==> src/rtl/frame_composer.sv <==
// -----------------------------------------------------------------------------
// frame_composer
//
// Renders the pong game state (ball + two paddles) into a double-buffered
// 16x16 bitmap for the LED matrix scan driver. Game state is snapshotted
// once per frame and composed row by row into the back bank. The banks are
// exchanged only on a scan-frame boundary (frame_start), so a scan never
// shows a half-drawn frame.
//
// Parameters:
//   PADDLE_COL_L  column of the left paddle (0..15)
//   PADDLE_COL_R  column of the right paddle (0..15)
//   MIRROR        1 = bit-reverse row_data (column c driven on bit 15-c)
//
// Ports:
//   clk          system clock
//   reset        synchronous, active-high reset
//   x, y         ball column / row
//   paddle_l     left paddle bitmap, bit r = row r lit
//   paddle_r     right paddle bitmap, bit r = row r lit
//   frame_start  one-cycle pulse at the start of a matrix scan
//   row_req      read request for row row_addr
//   row_addr     row to read (0..15)
//   row_valid    row_data valid (registered)
//   row_data     front-buffer row, bit c = column c (before MIRROR)
//   swapped      one-cycle pulse in the cycle after the bank exchange
//
// Read handshake: row_req has no back-pressure. A request sampled high at a
// clk edge produces row_valid=1 with row_data = front[row_addr] after that
// same edge (latency 1, one row per cycle). When no request is sampled,
// row_valid drops to 0 and row_data keeps its previous value.
// -----------------------------------------------------------------------------
module frame_composer #(
    parameter int PADDLE_COL_L = 0,
    parameter int PADDLE_COL_R = 15,
    parameter bit MIRROR       = 1'b0
) (
    input  logic        clk,
    input  logic        reset,
    input  logic [3:0]  x,
    input  logic [3:0]  y,
    input  logic [15:0] paddle_l,
    input  logic [15:0] paddle_r,
    input  logic        frame_start,
    input  logic        row_req,
    input  logic [3:0]  row_addr,
    output logic        row_valid,
    output logic [15:0] row_data,
    output logic        swapped
);

    typedef enum logic [1:0] {
        SNAP    = 2'd0,
        COMPOSE = 2'd1,
        PENDING = 2'd2
    } state_t;

    // state is kept as a named signal so checkers can bind to it.
    state_t      state;
    state_t      state_nxt;
    logic        snap_en;
    logic        compose_en;
    logic        swap_en;

    logic [3:0]  rc;
    logic [3:0]  x_s;
    logic [3:0]  y_s;
    logic [15:0] paddle_l_s;
    logic [15:0] paddle_r_s;

    logic [15:0] bank0 [16];
    logic [15:0] bank1 [16];
    logic        sel;            // index of the front bank

    logic [15:0] compose_row;
    logic [15:0] front_row;
    logic [15:0] row_q;
    logic [15:0] row_rev;

    // ---------------- FSM ----------------
    always_ff @(posedge clk) begin
        if (reset) begin
            state <= SNAP;
        end else begin
            state <= state_nxt;
        end
    end

    always_comb begin
        state_nxt  = state;
        snap_en    = 1'b0;
        compose_en = 1'b0;
        swap_en    = 1'b0;
        case (state)
            SNAP: begin
                snap_en   = 1'b1;
                state_nxt = COMPOSE;
            end
            COMPOSE: begin
                compose_en = 1'b1;
                if (rc == 4'd15) begin
                    state_nxt = PENDING;
                end
            end
            PENDING: begin
                // frame_start outside PENDING is dropped by construction.
                if (frame_start) begin
                    swap_en   = 1'b1;
                    state_nxt = SNAP;
                end
            end
            default: state_nxt = SNAP;
        endcase
    end

    // ---------------- snapshot / row counter ----------------
    always_ff @(posedge clk) begin
        if (reset) begin
            rc         <= 4'd0;
            x_s        <= 4'd0;
            y_s        <= 4'd0;
            paddle_l_s <= 16'd0;
            paddle_r_s <= 16'd0;
        end else if (snap_en) begin
            rc         <= 4'd0;
            x_s        <= x;
            y_s        <= y;
            paddle_l_s <= paddle_l;
            paddle_r_s <= paddle_r;
        end else if (compose_en) begin
            rc <= rc + 4'd1;
        end
    end

    // Overlapping objects are OR'd, so coincident pixels simply merge.
    always_comb begin
        compose_row = ({15'd0, paddle_l_s[rc]} << PADDLE_COL_L)
                    | ({15'd0, paddle_r_s[rc]} << PADDLE_COL_R);
        if (y_s == rc) begin
            compose_row = compose_row | (16'd1 << x_s);
        end
    end

    // ---------------- banks ----------------
    // Only the back bank (!sel) is ever written.
    always_ff @(posedge clk) begin
        if (reset) begin
            for (int i = 0; i < 16; i++) begin
                bank0[i] <= 16'd0;
                bank1[i] <= 16'd0;
            end
        end else if (compose_en) begin
            if (sel) begin
                bank0[rc] <= compose_row;
            end else begin
                bank1[rc] <= compose_row;
            end
        end
    end

    always_ff @(posedge clk) begin
        if (reset) begin
            sel     <= 1'b0;
            swapped <= 1'b0;
        end else begin
            swapped <= swap_en;
            if (swap_en) begin
                sel <= ~sel;
            end
        end
    end

    // ---------------- read path ----------------
    // front_row uses the current sel, so a read sampled on the swap edge
    // still returns the old frame.
    assign front_row = sel ? bank1[row_addr] : bank0[row_addr];

    always_ff @(posedge clk) begin
        if (reset) begin
            row_valid <= 1'b0;
            row_q     <= 16'd0;
        end else begin
            row_valid <= row_req;
            if (row_req) begin
                row_q <= front_row;
            end
        end
    end

    always_comb begin
        row_rev = 16'd0;
        for (int c = 0; c < 16; c++) begin
            row_rev[c] = row_q[15-c];
        end
    end

    assign row_data = MIRROR ? row_rev : row_q;

endmodule
==> config.mk <==
export PLATFORM = sky130hd
export DESIGN_NAME = frame_composer
export DESIGN_NICKNAME = d
export VERILOG_FILES = /design/src/rtl/frame_composer.sv
export SDC_FILE = /design/constraint.sdc
export NUM_CORES = 1
export LEC_CHECK = 0
export ABC_AREA = 1
export CORE_MARGIN = 2
export CORE_UTILIZATION = 60
export CTS_BUF_LIST = sky130_fd_sc_hd__clkbuf_8 sky130_fd_sc_hd__clkbuf_16
export CTS_CLUSTER_SIZE = 20
export DETAILED_ROUTE_END_ITERATION = 10
export GPL_ROUTABILITY_DRIVEN = 1
export GPL_TIMING_DRIVEN = 0
export PLACE_DENSITY = 0.9
export SLEW_MARGIN = 20
export SYNTH_ARGS = -nofsm -noshare
export SYNTH_HDL_FRONTEND = slang
export SYNTH_SLANG_ARGS = --single-unit
==> constraint.sdc <==
create_clock -name clk -period 2.8 [get_ports clk]
set_input_delay 0.28 -clock clk [delete_from_list [all_inputs] [get_ports clk]]
set_output_delay 0.28 -clock clk [all_outputs]
set_load 0.05 [all_outputs]
==> reports/metrics.yaml <==
worst_setup_path:
  startpoint_type: "flop"
  worstPathArrival_ns: 3.01
  ff2ff_path_depth: 6
  crit_type: "reg2reg"
  crit_chain: "buf_6 > inv_6 > nor3_4 > nand3_2 > buf_2 > nand2_2"
  endpoint_kind: "flop"
  worst-path-max-fanout: 16
  crit_path_max_incr_delay_ns: 0.62
  worstPathRequired_ns: 3.06
  critPathSlowestCell: "nor3_4"
grt:
  grt.total_usage_pct: 39.96
  grt_pass1_wl_um: 132200
  antenna_found_initial: 1
  grt_max_degree: 19
  grt_pass1_vias: 20951
  gr-total-overflow: 0
clocking:
  clkTransAtPathRegs_ns: 0.06
  cts_hold_buf: 0
  tritoncts: "yes"
  insertion_delay_ns: 0.64
  cts_root_buf: "clkbuf_16"
  cts_buffers: 56
  max-clock-path-buffers: 3
  htreeDepth: 2
  cts_sinks: 577
sta:
  relSlewSlack_pct: 29.78
  period_needed_ns: 2.750
  fin_ws_ns: 0.05031
  hold_viol_final: 0
  max_freq_mhz: 363.7
  finalMaxSlewViolations: 0
  finalClockSkew_ns: 0.01928
  fin_crit_sh_pct: 98.20
  tightest_slew_ns: 1.053
  setup_viol: 0
  rsz0062_at_grt: "no"
synth:
  ys_seq_area_share_pct: 63.05
  yosys.area.top_type: "edfxtp_1"
  ys_warn_count: 0
  syn_inst: 2745
  synth.distinct_cells: 31
  ys_ff_latch: 577
  synthTopCellsByArea: "edfxtp_1, nand2_1, nand3_1"
  syn_nets: 2797
  synth_area_um2: 26450
  postSynthAreaPerCell_um2: 9.635
  synth_top_area_share_pct: 58.13
place:
  placed_area_um2: 27810
  preCtsSetupSlack_ns: -0.6778
  gp_congestion: 1.061
  portBuffers: 63
  dp_hpwl_um: 66280
floorplanning:
  core_um2: 43270
  rows: 76
  io_pins: 66
  dieArea_um2: 45770
  die_w_um: 214.0
  die_h_um: 214.0
  start_util_pct: 61.13
route:
  post_drt_wl_per_cell_um: 26.39
  ant_nets: 0
  drcViolationCount: 0
  first_pass_iters: 9
  drt-total-wl_um: 92280
  vias_per_cell: 6.303
  vias: 22040
  drt_iter0_drc: 3924
cells_and_area:
  mostFrequentLayoutCells: "nand2_1, nor2_1, edfxtp_1"
  drive_gt1_share_pct: 12.09
  stdcell_area_um2: 29710
  final_common_cell: "nand2_1"
  area_growth_pct: 12.35
  nets: 2916
outcome:
  outcome: "complete, no violations"
worst_hold_path:
  hp-class: "in2reg"
  hold_depth: 3
pwr:
  ir_drop_uv: 490.8
  p_leak_nw: 10.80
  p_per_area_nw_per_um2: 645.0
job:
  maxCapViolations: 0
## final timing paths
check / startpoint / endpoint / slack, ns
max: sel / bank0[14][2] / 0.05
min: paddle_l[5] / paddle_l_s[5] / 0.24
max reg2reg: sel / bank0[14][2] / 0.05
min reg2reg: paddle_r_s[13] / paddle_r_s[13] / 0.48
## routing by layer
metal / up-vias / routed length [µm] / global-route usage, %
met3: 437 / 13660 / 11.46
met1: 10271 / 30630 / 49.57
met2: 1902 / 40510 / 60.97
met4: 0 / 7487 / 27.48
li1: 9430 / - / -
met5: - / 0 / 0
## sequential cells by signal (all words and copies together), names as in the netlist, 2 cells and up
name and flops:
state 2, paddle_l_s 16, row_data 16, bank0 256, paddle_r_s 16, x_s 4, rc 4, y_s 4
bank1 256
## through the flow
| step | total power [mW] | cells | hold slack [ns] | utilization, % | setup TNS (ns) |
|---|---|---|---|---|---|
| floorplan | 10.90 | 2745 | 0.3524 | - | 0 |
| global placement | 11.63 | 3393 | 0.4412 | 64.28 | -221.41 |
| finish | 19.17 | 3497 | 0.2387 | 68.68 | 0 |
| detailed placement | 11.68 | 3393 | 0.4694 | 64.28 | -257.85 |
| CTS | 18.96 | 3496 | 0.2296 | 68.54 | -0.1772 |
| global route | 19.46 | 3496 | 0.2541 | 68.67 | 0 |
## what timing repair did
item / in CTS / in global routing
endpoints found under the setup margin: 354 / 387
setup buffers: 0 / 0
cloned: 0 / 0
gates resized for setup: 17 / 36
## cells in the mapped netlist (all sizes together)
cell type / number
nand2: 721
nor2: 621
edfxtp: 512
nand3: 451
buf: 123
clkbuf: 97
o21ai: 78
dfxtp: 65
inv: 24
a21oi: 23
nor3: 15
o22ai: 5
ha: 4
xor2: 4
a211oi: 1
clkinv: 1
## final cells by class
cell class | instances | area, µm²
inverter | 25 | 98.84
antenna | 1 | 2.502
timing repair buffer | 63 | 630.6
tap | 585 | 732.0
clock inverter | 41 | 296.5
fill | 3133 | 13550
clock buffer | 64 | 1511
multi-input combinational | 1923 | 8647
sequential | 577 | 16680
buffer | 218 | 1120
## logic make-up after synthesis
logic type / count (synthesis) / share of synthesized area [%]
xor gates and xnor gates: 4 / 0.1324
buffers and inverters: 245 / 4.594
adders and majority gates: 4 / 0.1892
AOI/OAI and AO/OA: 107 / 2.058
and+or+nand+nor: 1808 / 29.97
DFF: 577 / 63.05
## worst max-delay path, delay by kind of cell, from the launching register on
| family | cells | cell delay (ns) |
|---|---|---|
| buffers and inverters | 3 | 0.62 |
| flip-flops | 1 | 0.34 |
| AND/OR/NAND/NOR | 3 | 1.42 |
## report_power, final
group / internal, mW / total, mW / switching (mW)
sequential: 9.66 / 9.78 / 0.120
combinational: 0.431 / 1.84 / 1.41
clock: 4.21 / 7.55 / 3.34
Power figures use the tool's default switching activity.
